==> src/rtl/i2c_target_regs.sv <==
// i2c_target_regs: oversampled I2C target with a byte-wide register file.
// SCL/SDA are synchronised and edge-detected on clk. A pointer byte written
// after the address selects the register; further write bytes store and
// auto-increment, reads shift out and auto-increment on each master ACK.
//
// state     | meaning
// ----------+-------------------------------------------------------------
// IDLE      | bus free or not yet addressed
// ADDR      | shifting in address + R/W bit
// ADDR_ACK  | pull SDA for the address ACK slot, then branch on R/W
// PTR       | shifting in the register pointer byte
// PTR_ACK   | ACK slot for the pointer byte
// WDATA     | shifting in a write data byte
// WDATA_ACK | ACK slot for a write data byte
// RDATA     | shifting out reg[ptr], MSB first
// RDATA_ACK | sampling the master's ACK/NACK
// IGNORE    | not addressed or read ended; wait for START/STOP
module i2c_target_regs #(
  parameter logic [6:0] ADDR        = 7'h50,
  parameter int         NUM_REGS    = 16,
  parameter int         SYNC_STAGES = 2,
  parameter logic [7:0] RESET_VALUE = 8'h00
) (
  input  logic                        clk,
  input  logic                        rst_n,
  input  logic                        scl_i,
  input  logic                        sda_i,
  output logic                        sda_oe,
  output logic                        wr_stb,
  output logic [$clog2(NUM_REGS)-1:0] wr_idx,
  output logic [7:0]                  wr_data,
  input  logic [$clog2(NUM_REGS)-1:0] rd_idx,
  output logic [7:0]                  rd_data,
  output logic                        busy
);

  localparam int PW = $clog2(NUM_REGS);

  typedef enum logic [3:0] {
    S_IDLE, S_ADDR, S_ADDR_ACK, S_PTR, S_PTR_ACK,
    S_WDATA, S_WDATA_ACK, S_RDATA, S_RDATA_ACK, S_IGNORE
  } state_t;

  logic [SYNC_STAGES-1:0] r_scl_sync, r_sda_sync;
  logic                   r_scl_d, r_sda_d;
  logic                   w_scl, w_sda;
  logic                   w_scl_rise, w_scl_fall, w_sda_rise, w_sda_fall;
  logic                   w_start, w_stop;

  state_t                 r_state;
  logic [7:0]             r_shift;
  logic [3:0]             r_bitcnt;
  logic                   r_ack_phase;
  logic                   r_rw;
  logic [PW-1:0]          r_ptr;
  logic [7:0]             r_regs [NUM_REGS];

  logic [7:0]             w_byte;
  logic [PW-1:0]          w_ptr_inc;
  logic [7:0]             w_cur, w_next;

  // Synchronise the pins and keep a one-cycle-delayed copy for edge detection.
  // Reset to 1 so a released bus does not look like an edge after reset.
  always_ff @(posedge clk) begin
    if (!rst_n) begin
      r_scl_sync <= '1;
      r_sda_sync <= '1;
      r_scl_d    <= 1'b1;
      r_sda_d    <= 1'b1;
    end else begin
      r_scl_sync <= {r_scl_sync[SYNC_STAGES-2:0], scl_i};
      r_sda_sync <= {r_sda_sync[SYNC_STAGES-2:0], sda_i};
      r_scl_d    <= w_scl;
      r_sda_d    <= w_sda;
    end
  end

  assign w_scl      = r_scl_sync[SYNC_STAGES-1];
  assign w_sda      = r_sda_sync[SYNC_STAGES-1];
  assign w_scl_rise =  w_scl & ~r_scl_d;
  assign w_scl_fall = ~w_scl &  r_scl_d;
  assign w_sda_rise =  w_sda & ~r_sda_d;
  assign w_sda_fall = ~w_sda &  r_sda_d;
  assign w_start    = w_sda_fall & w_scl;
  assign w_stop     = w_sda_rise & w_scl;

  assign w_byte    = {r_shift[6:0], w_sda};
  assign w_ptr_inc = r_ptr + PW'(1);
  assign w_cur     = r_regs[r_ptr];
  assign w_next    = r_regs[w_ptr_inc];
  assign rd_data   = r_regs[rd_idx];

  // Protocol FSM, register file and all registered outputs.
  always_ff @(posedge clk) begin
    if (!rst_n) begin
      r_state     <= S_IDLE;
      r_shift     <= 8'h00;
      r_bitcnt    <= 4'd0;
      r_ack_phase <= 1'b0;
      r_rw        <= 1'b0;
      r_ptr       <= '0;
      sda_oe      <= 1'b0;
      wr_stb      <= 1'b0;
      wr_idx      <= '0;
      wr_data     <= 8'h00;
      busy        <= 1'b0;
      for (int i = 0; i < NUM_REGS; i++) r_regs[i] <= RESET_VALUE;
    end else begin
      wr_stb <= 1'b0;
      if (w_start) begin
        r_state     <= S_ADDR;
        r_bitcnt    <= 4'd0;
        r_ack_phase <= 1'b0;
        sda_oe      <= 1'b0;
      end else if (w_stop) begin
        r_state     <= S_IDLE;
        r_ack_phase <= 1'b0;
        sda_oe      <= 1'b0;
        busy        <= 1'b0;
      end else begin
        case (r_state)
          S_ADDR: if (w_scl_rise) begin
            r_shift <= w_byte;
            if (r_bitcnt == 4'd7) begin
              r_bitcnt <= 4'd0;
              if (w_byte[7:1] == ADDR) begin
                r_state <= S_ADDR_ACK;
                r_rw    <= w_byte[0];
                busy    <= 1'b1;
              end else begin
                r_state <= S_IGNORE;
                busy    <= 1'b0;
              end
            end else begin
              r_bitcnt <= r_bitcnt + 4'd1;
            end
          end
          // The first falling edge opens the ACK slot, the second closes it.
          S_ADDR_ACK: if (w_scl_fall) begin
            if (!r_ack_phase) begin
              sda_oe      <= 1'b1;
              r_ack_phase <= 1'b1;
            end else begin
              r_ack_phase <= 1'b0;
              if (r_rw) begin
                // Closing the ACK slot is also where bit 7 goes out.
                r_state  <= S_RDATA;
                r_shift  <= {w_cur[6:0], 1'b0};
                sda_oe   <= ~w_cur[7];
                r_bitcnt <= 4'd1;
              end else begin
                r_state  <= S_PTR;
                sda_oe   <= 1'b0;
                r_bitcnt <= 4'd0;
              end
            end
          end
          S_PTR: if (w_scl_rise) begin
            r_shift <= w_byte;
            if (r_bitcnt == 4'd7) begin
              r_bitcnt <= 4'd0;
              r_ptr    <= w_byte[PW-1:0];
              r_state  <= S_PTR_ACK;
            end else begin
              r_bitcnt <= r_bitcnt + 4'd1;
            end
          end
          S_PTR_ACK, S_WDATA_ACK: if (w_scl_fall) begin
            if (!r_ack_phase) begin
              sda_oe      <= 1'b1;
              r_ack_phase <= 1'b1;
            end else begin
              r_ack_phase <= 1'b0;
              sda_oe      <= 1'b0;
              r_bitcnt    <= 4'd0;
              r_state     <= S_WDATA;
            end
          end
          S_WDATA: if (w_scl_rise) begin
            r_shift <= w_byte;
            if (r_bitcnt == 4'd7) begin
              r_bitcnt      <= 4'd0;
              r_regs[r_ptr] <= w_byte;
              wr_stb        <= 1'b1;
              wr_idx        <= r_ptr;
              wr_data       <= w_byte;
              r_ptr         <= w_ptr_inc;
              r_state       <= S_WDATA_ACK;
            end else begin
              r_bitcnt <= r_bitcnt + 4'd1;
            end
          end
          // r_bitcnt counts bits already driven; at 8 the next fall frees SDA.
          S_RDATA: if (w_scl_fall) begin
            if (r_bitcnt == 4'd8) begin
              sda_oe   <= 1'b0;
              r_bitcnt <= 4'd0;
              r_state  <= S_RDATA_ACK;
            end else begin
              sda_oe   <= ~r_shift[7];
              r_shift  <= {r_shift[6:0], 1'b0};
              r_bitcnt <= r_bitcnt + 4'd1;
            end
          end
          S_RDATA_ACK: if (w_scl_rise) begin
            r_ptr <= w_ptr_inc;
            if (!w_sda) begin
              r_state  <= S_RDATA;
              r_shift  <= w_next;
              r_bitcnt <= 4'd0;
            end else begin
              r_state <= S_IGNORE;
              busy    <= 1'b0;
            end
          end
          S_IDLE, S_IGNORE: sda_oe <= 1'b0;
          default: begin
            r_state <= S_IDLE;
            sda_oe  <= 1'b0;
          end
        endcase
      end
    end
  end

endmodule

==> config.mk <==
export PLATFORM = sky130hd
export DESIGN_NAME = i2c_target_regs
export DESIGN_NICKNAME = d
export VERILOG_FILES = /design/src/rtl/i2c_target_regs.sv
export SDC_FILE = /design/constraint.sdc
export NUM_CORES = 1
export LEC_CHECK = 0
export BUFFER_PORTS_ARGS = -buffer_cell sky130_fd_sc_hd__buf_2
export CAP_MARGIN = 10
export CORE_MARGIN = 10
export CORE_UTILIZATION = 35
export CTS_CLUSTER_DIAMETER = 100
export DETAILED_ROUTE_END_ITERATION = 16
export GPL_TIMING_DRIVEN = 1
export HOLD_SLACK_MARGIN = 0.05
export SETUP_SLACK_MARGIN = 0.15
export SYNTH_ARGS = -nofsm -noshare
export SYNTH_HDL_FRONTEND = slang
export SYNTH_SLANG_ARGS = --single-unit
==> constraint.sdc <==
create_clock -name clk -period 7.78 [get_ports clk]
set_clock_uncertainty 0.1 [all_clocks]
set_input_delay 1.556 -clock clk [delete_from_list [all_inputs] [get_ports clk]]
set_output_delay 1.556 -clock clk [all_outputs]
set_load 0.01 [all_outputs]
Word level (Yosys, flattened, before mapping). Memory sizes are Yosys's and may differ from the RTL's. A register that Yosys moved wholly into a read port is not among the register bits. Cells that the tools add are included.

Register bits: 43. Bits in latches: 0. Bits in writable memories: 128. Memory bits (read-only): 0. Output and inout bits: 23. Logic and storage cells: 180. Memories: 1.

Add/subtract/negate cells: 2. $mul: 0. Div/mod/pow operators: 0. Order comparisons: 0. Equality and inequality tests: 47. Shift-type cells: 0. Mux-type cells: 74. Bitwise gates (word level): 17. Reduce and logical (&&, ||, !) cells: 23.

Memories: r_regs (words 16, bits a word 8, rd ports 3, clocked after memory_dff 1, write ports 16, line 56) `logic [7:0] r_regs [NUM_REGS];`.

Operator list (number): $mux W4 (33); $mux W8 (9); $ne A4 B4 Y1 const B (13); $ne A2 B2 Y1 const B (16); $pmux W4 S8 (1); $pmux W8 S4 (1); $reduce_and A14 Y1 (2); $mux W1 (25); $eq A4 B3 Y1 const B (5); $pmux W4 S5 (1); $ne A3 B3 Y1 const B (5); $eq A4 B4 Y1 const B (3); $pmux W4 S3 (1); $reduce_and A6 Y1 (2); $not A1 Y1 (11); $reduce_and A11 Y1 (1); $reduce_and A10 Y1 (1); $reduce_or A3 Y1 (3); $add A4 B1 Y4 const B (2); $eq A4 B2 Y1 const B (2); $reduce_and A8 Y1 (1); $reduce_or A8 Y1 (1); $eq A7 B7 Y1 const B (1); $and A1 B1 Y1 (6); other kinds (14) (17).

Logic depth before layout (Yosys ltp). Gate-level depths: netlist of run 1.

Word-level depth: 10. Mapped depth: 14.

Least setup slack after synthesis of run 1. Ideal clock, no wire load.

Path kind: input to output. Start point: input port rd_idx[0]. End point: output port rd_data[0]. Arrival time: 3.185 ns. Path slack: 2.939 ns. Cell stages on the path: 4. Path buffers: 2. Path through: clkbuf_1 > clkbuf_1 > mux4_2 > mux4_2.

Cells in the longest elaborated chain, start to end: 1.

Ends and longest elaborated chain: start, declared (line 32) `input logic [$clog2(NUM_REGS)-1:0] rd_idx,`; $mem_v2 Z16 W8; end, declared (line 33) `output logic [7:0] rd_data,`.

Every way passes these cells.

Worst setup path in the final report of run 1.
Start point: input port rd_idx[0]. End point: output port rd_data[3].

The elaborated chain is that of the path after synthesis.

==> out/qor.txt, run 1 <==
CELLS AND AREA
-------------------------------------------------------------------------------
N_diodes .........................................................            0
Number of non-filler instances in the completed layout ...........         1198
Area growth from synthesis to layout .............................        10.6%
Total of fill cells in the finished design .......................         2755
Fin nets .........................................................          815
Fraction of layout cells with a size suffix above 1 ..............        0.254

GRT
-------------------------------------------------------------------------------
GRT overflow .....................................................            0
Total routing resource utilization after global routing ..........        0.177
Largest net degree at the start of global routing ................           39
Antenna violations before repair .................................            1
Wire length of the first global-routing pass .....................      47.7 mm
Vias in the first global route ...................................         7084

LOGIC SYNTHESIS
-------------------------------------------------------------------------------
Avg Cell Area, Syn ...............................................   12.8 sq um
Post-synth cell types ............................................           62
Number of synthesized flops with an enable pin ...................          128
Seq cells post-synth .............................................          175
Number of warnings printed during yosys synthesis ................            0
Gate count of the mapped netlist .................................          805
Register area share after synthesis ..............................        0.465
Synthesized netlist net count ....................................          819
Cell area after synthesis ........................................  10300 sq um
Async set or reset register ratio after synthesis ................            0
Primary flip-flop cell chosen by synthesis mapping ...............     edfxtp_1

PLACED DESIGN
-------------------------------------------------------------------------------
RePlAce Congestion ...............................................        0.926
Count of buffers from port buffering .............................           30
Half-perimeter wire length of the detailed placement result ......      21.2 mm
# placed instances ...............................................         1163
Worst slack at placement .........................................      2.44 ns

DRT
-------------------------------------------------------------------------------
Drt first-iter violations ........................................          851
Routed Wire Length ...............................................      32.2 mm
Wire per inst .................................................... 26.9 microns
DR DRC count .....................................................            0
Vias per cell ....................................................         6.09
Antenna-violating nets left ......................................            0
First-pass DRT Iterations ........................................            5
Routed vias ......................................................         7301

POWER
-------------------------------------------------------------------------------
Post-layout total power ..........................................      2180 uW
Power density cells ..............................................  192 nW/um^2
Cell-internal power ..............................................      1620 uW
Leakage power total ..............................................   0.00367 uW
Reg power frac ...................................................        0.496
Fraction of power consumed by combinational cells ................        0.075
Sw Ratio .........................................................        0.260
Switching power ..................................................       568 uW
Worst vdd ir .....................................................     0.150 mV
Clock share of power .............................................        0.429

CLOCKING
-------------------------------------------------------------------------------
CTS tree .........................................................          yes
Clock H-tree levels ..............................................            4
# hold bufs at CTS ...............................................            0
Maximum number of buffers from clock root to sink ................            2
Number of buffers created by CTS .................................           17
Clock sinks ......................................................          175
Clock tree root buffer cell ......................................    clkbuf_16
Clk Latency, worst-skew pair .....................................      0.45 ns
Number of gates given a new drive strength after cts .............            0
Count of buffers added by post-CTS timing repair for setup .......            0
Clock transition at the registers of the reported paths ..........      0.07 ns

STA
-------------------------------------------------------------------------------
Unrepaired setup endpoints after global routing ..................           no
Number of endpoints with negative hold slack in the final report .            0
Number of setup violations in the final report ...................            0
Minimum period implied by the final worst setup slack ............      5.31 ns
Max Fclk .........................................................      188 MHz
Total negative slack for setup checks ............................         0 ns
Number of pins with negative max-slew slack in the final report ..            0
Worst slew margin relative to its limit ..........................        0.131
Hold slack .......................................................     0.315 ns
Least-Margin Pin Slew ............................................      1.29 ns
Final period utilization .........................................        0.682
Post-route worst setup slack .....................................      2.47 ns

FLOORPLAN
-------------------------------------------------------------------------------
Top Ports ........................................................           31
Vertical die dimension ...........................................  191 microns
Die footprint ....................................................  36700 sq um
Initial Util .....................................................        0.357
Die Span X .......................................................  191 microns
Placement Rows ...................................................           62
Floorplan Core Area ..............................................  28900 sq um

WORST SETUP PATH
-------------------------------------------------------------------------------
Worst endpoint required time .....................................      6.12 ns
Endpoint type of the worst setup path ............................   output pin
Worst-path maximum fanout ........................................           32
Signal arrival time at the worst endpoint ........................      3.65 ns
Critical path startpoint category ................................ primary input
Start-to-end type of the worst setup path ........................    in -> out

FLOW RUN
-------------------------------------------------------------------------------
Max_cap viols ....................................................            0

WORST HOLD PATH
-------------------------------------------------------------------------------
Min-Delay Path Class .............................................   reg -> reg

OUTCOME
-------------------------------------------------------------------------------
Result of the run ................................................    completed

[worst max-delay path: stages]
cell and delay [ns]:
buf_2 0.76, mux4_2 0.61, mux4_2 0.54, buf_2 0.17
[per-layer routing]
metal	vias to the layer above	wire length [microns]	global-route usage	part of all wire
met4	0	1280	0.0775	0.040
met2	431	15600	0.284	0.49
met3	92	2840	0.0443	0.088
li1	3097	-	-	-
met1	3681	12400	0.222	0.39
met5	-	0	0	0
[registers in the layout, indices dropped and copies added, names as in the netlist, 2 cells and up, named ones only]
| name | count |
|---|---|
| r_scl_sync | 2 |
| r_regs | 128 |
| r_sda_sync | 2 |
| wr_data | 8 |
| r_shift | 8 |
| r_bitcnt | 4 |
| wr_idx | 4 |
| r_state | 4 |
| r_ptr | 4 |
[worst paths after layout]
kind | startpoint | end | slack [ns] | cells after the start
hold reg to reg | r_scl_sync[0]$_SDFF_PN1_ | r_scl_sync[1]$_SDFF_PN1_ | 0.32 | 1
hold / removal | r_scl_sync[0]$_SDFF_PN1_ | r_scl_sync[1]$_SDFF_PN1_ | 0.32 | 1
setup / recovery | rd_idx[0] | rd_data[3] | 2.47 | 4
setup reg to reg | r_state[0]$_SDFFE_PN0P_ | r_regs[4][4]$_SDFFCE_PN0P_ | 3.13 | 6
[logic make-up after synthesis]
kind of cell,count (synthesis),share of synthesized area
AOI/OAI and AO/OA,137,0.0912
xor gates and xnor gates,5,0.00426
adders and majority gates,6,0.00729
buffers and inverters,84,0.0377
DFF,175,0.465
muxes,118,0.243
and+or+nand+nor,280,0.152
[stage by stage]
step	utilization	cell area (sq um)
6_report	0.395	11400
5_1_grt	0.395	11400
4_1_cts	0.394	11400
3_5_place_dp	0.372	10700
3_3_place_gp	0.372	10700
2_1_floorplan	-	10300
[Yosys cell counts (7+ instances only)]
cell type / instances / share of area
a211oi_1: 16 / 0.012
a21oi_1: 33 / 0.016
a22oi_1: 14 / 0.010
and2_1: 115 / 0.070
buf_1: 7 / 0.0026
buf_2: 19 / 0.0092
clkbuf_1: 42 / 0.015
dfxtp_1: 47 / 0.091
edfxtp_1: 128 / 0.37
inv_1: 7 / 0.0026
mux2i_1: 12 / 0.012
mux4_2: 105 / 0.23
nand2_1: 53 / 0.019
nand2b_1: 12 / 0.0073
nand3_1: 11 / 0.0053
nor2_1: 33 / 0.012
nor2b_1: 12 / 0.0073
nor3_1: 17 / 0.0083
o21ai_0: 30 / 0.015
o21ai_1: 8 / 0.0039
[placed cells by master, fill, tap and decap left out, drive strengths merged, types with 5 or more instances in the layout]
cell    netlist  layout
mux4        105     105
clkinv        1       5
o21ai        38      38
nand3b        6       6
and2        115     115
ha            6       6
mux2i        12      12
clkbuf       42      19
buf          34      51
dfxtp        47      47
inv           7      16
nor3         17      17
a21o          5       5
nand2b       12      12
edfxtp      128     128
a211oi       16      16
nand2        53      53
nor2         36      36
nor2b        13      13
nand3        11      11
a21oi        33      33
a22oi        14      14
a221oi        7       7
[area by class of cell]
| class | instances | area [sq um] | share of cell area |
|---|---|---|---|
| multi-input cells | 546 | 5130 | 0.450 |
| flip-flops and latches | 175 | 4790 | 0.420 |
| well taps | 384 | 480 | 0.0422 |
| clock buffers | 17 | 425 | 0.0374 |
| repair buffers | 53 | 315 | 0.0277 |
| clock inverters | 15 | 219 | 0.0192 |
| inverters | 8 | 30.0 | 0.00264 |
[power groups by stage]
stage | sequential [uW] | clock [uW] | combinational [uW]
after detailed placement | 1100 | 0 | 162
after global placement | 1100 | 0 | 160
after global routing | 1090 | 987 | 174
final | 1080 | 937 | 164
after floorplan | 1070 | 0 | 124
after CTS | 1080 | 948 | 163
(Power assumes the default switching activity.)
==> inputs of run 2 (changes only) <==
clock period = 4.3 ns   (was 7.78 ns; I/O delays follow)
==> run 2 against run 1 <==
Compared with the run above:
- utilization grew 0.18 points
- wire length shrank 6.2%
- non-clock buffer count grew 12
- critical endpoint is now rd_data[1]
- highest routed layer unchanged
==> out/qor.txt, run 2 (synthesis gave the netlist of run 1 again) <==
OUTCOME
-------------------------------------------------------------------------------
Result of the run ................................................    completed

FLOORPLAN
-------------------------------------------------------------------------------
Placement Rows ...................................................           62
Vertical die dimension ...........................................  191 microns
Initial Util .....................................................        0.357
Floorplan Core Area ..............................................  28900 sq um
Top Ports ........................................................           31
Die footprint ....................................................  36700 sq um
Die Span X .......................................................  191 microns

CLOCKING
-------------------------------------------------------------------------------
Clock H-tree levels ..............................................            4
Clock tree root buffer cell ......................................    clkbuf_16
Clk Latency, worst-skew pair .....................................      0.45 ns
Number of buffers created by CTS .................................           17
Maximum number of buffers from clock root to sink ................            2
Count of buffers added by post-CTS timing repair for setup .......            0
# hold bufs at CTS ...............................................            0
Clock sinks ......................................................          175
CTS tree .........................................................          yes
Clock transition at the registers of the reported paths ..........      0.07 ns
Number of gates given a new drive strength after cts .............            0

DRT
-------------------------------------------------------------------------------
DR DRC count .....................................................            0
Wire per inst .................................................... 24.9 microns
First-pass DRT Iterations ........................................            7
Vias per cell ....................................................         6.00
Antenna-violating nets left ......................................            0
Drt first-iter violations ........................................          855
Routed Wire Length ...............................................      30.2 mm
Routed vias ......................................................         7267

WORST SETUP PATH
-------------------------------------------------------------------------------
Start point of the critical path .................................    rd_idx[0]
Start-to-end type of the worst setup path ........................    in -> out
Critical path startpoint category ................................ primary input
Worst endpoint required time .....................................      3.34 ns
Endpoint type of the worst setup path ............................   output pin
Setup slack on the worst flop-to-flop path .......................      0.89 ns
Worst-path maximum fanout ........................................           13
R2R depth ........................................................            5
Signal arrival time at the worst endpoint ........................      2.66 ns
Reg2Reg Launch Point ............................................. r_state[2]$_SDFFE_PP0P_
Capture instance of the worst register-to-register path .......... r_regs[2][0]$_SDFFCE_PN0P_

GRT
-------------------------------------------------------------------------------
GRT overflow .....................................................            0
Antenna violations before repair .................................            1
Vias in the first global route ...................................         7054
Wire length of the first global-routing pass .....................      45.9 mm
Total routing resource utilization after global routing ..........        0.166
Largest net degree at the start of global routing ................           38

POWER
-------------------------------------------------------------------------------
Leakage power total ..............................................   0.00371 uW
Worst vdd ir .....................................................     0.279 mV
Power density cells ..............................................  335 nW/um^2
Post-layout total power ..........................................      3830 uW

WORST HOLD PATH
-------------------------------------------------------------------------------
WHS Endpoint ..................................................... r_sda_sync[1]$_SDFF_PN1_
HP Start ......................................................... r_sda_sync[0]$_SDFF_PN1_
Min-Delay Path Class .............................................   reg -> reg
Worst hold stages ................................................            1

STA
-------------------------------------------------------------------------------
Number of pins with negative max-slew slack in the final report ..            0
Worst slew margin relative to its limit ..........................        0.363
Number of endpoints with negative hold slack in the final report .            0
Max Fclk .........................................................      277 MHz
Total negative slack for setup checks ............................         0 ns
Unrepaired setup endpoints after global routing ..................           no
Number of setup violations in the final report ...................            0
Minimum period implied by the final worst setup slack ............      3.62 ns
Final period utilization .........................................        0.841
Least-Margin Pin Slew ............................................     0.955 ns

FLOW RUN
-------------------------------------------------------------------------------
Max_cap viols ....................................................            0

CELLS AND AREA
-------------------------------------------------------------------------------
Fin nets .........................................................          827
Largest register FFs .............................................          128
Number of non-filler instances in the completed layout ...........         1211
Register containing the most flip-flops in the final layout ......       r_regs
Fraction of layout cells with a size suffix above 1 ..............        0.264
Most common library cell in the layout ignoring fill and taps ....     edfxtp_1
Area growth from synthesis to layout .............................        11.1%
Largest registers ................................................ r_regs (128), r_shift (8), wr_data (8)
Most used cells in the layout excluding fill and tap cells ....... edfxtp_1, and2_1, mux4_2, nand2_1, dfxtp_1

PLACED DESIGN
-------------------------------------------------------------------------------
RePlAce Congestion ...............................................        0.915
# placed instances ...............................................         1178
Half-perimeter wire length of the detailed placement result ......      22.2 mm
Count of buffers from port buffering .............................           30

## run 2: cell count changes in the layout (fill, tap and decap cells not counted), moves of 2 or more
cell       previous run  this run
clkbuf_2              2         0
bufinv_16             2         0
buf_4                20        35
inv_6                 5         3
clkinv_4              0         3
## run 2: cell type report
cell class / instances / area (sq um)
Tap cell: 384 / 480
Fill cell: 2771 / 17400
Multi-Input combinational cell: 546 / 5130
Clock inverter: 14 / 168
Timing Repair Buffer: 65 / 413
Sequential cell: 175 / 4790
Inverter: 8 / 30.0
Clock buffer: 18 / 429
Antenna cell: 1 / 2.50
## run 2: stage by stage
step	worst slack [ns]	area [sq um]	util	hold WS (ns)
after CTS	0.650	11400	0.396	0.330
after global routing	0.582	11400	0.396	0.335
after detailed placement	0.647	10800	0.376	0.300
after global placement	0.677	10800	0.376	0.302
final	0.683	11400	0.396	0.323
after floorplan	0.851	10300	-	0.286
## run 2: how the worst max path moves through the flow
stage	end	slack [ns]	depth (start not counted)
6_report	rd_data[1]	0.68	5
3_5_place_dp	rd_data[1]	0.65	5
3_3_place_gp	rd_data[1]	0.68	5
5_1_grt	rd_data[1]	0.58	5
2_1_floorplan	rd_data[0]	0.85	4
4_1_cts	rd_data[1]	0.65	5
## run 2: metal layers
metal	track usage	share of wire	vias to the layer above
met2	0.275	0.50	424
met5	0	0	-
met4	0.0601	0.026	0
li1	-	-	3115
met3	0.0350	0.081	65
met1	0.211	0.40	3663
## run 2: power by group
group | leakage, uW | switching [uW] | total [uW] | internal [uW]
clock network | 0.000289 | 783 | 1570 | 784
logic | 0.00182 | 146 | 296 | 149
registers | 0.00161 | 96.0 | 1970 | 1870
total | 0.00371 | 1030 | 3830 | 2810
## run 2: critical path, stage by stage
cell and delay (ns):
buf_2 0.35, buf_4 0.26, mux4_2 0.50, mux4_2 0.50, buf_2 0.16
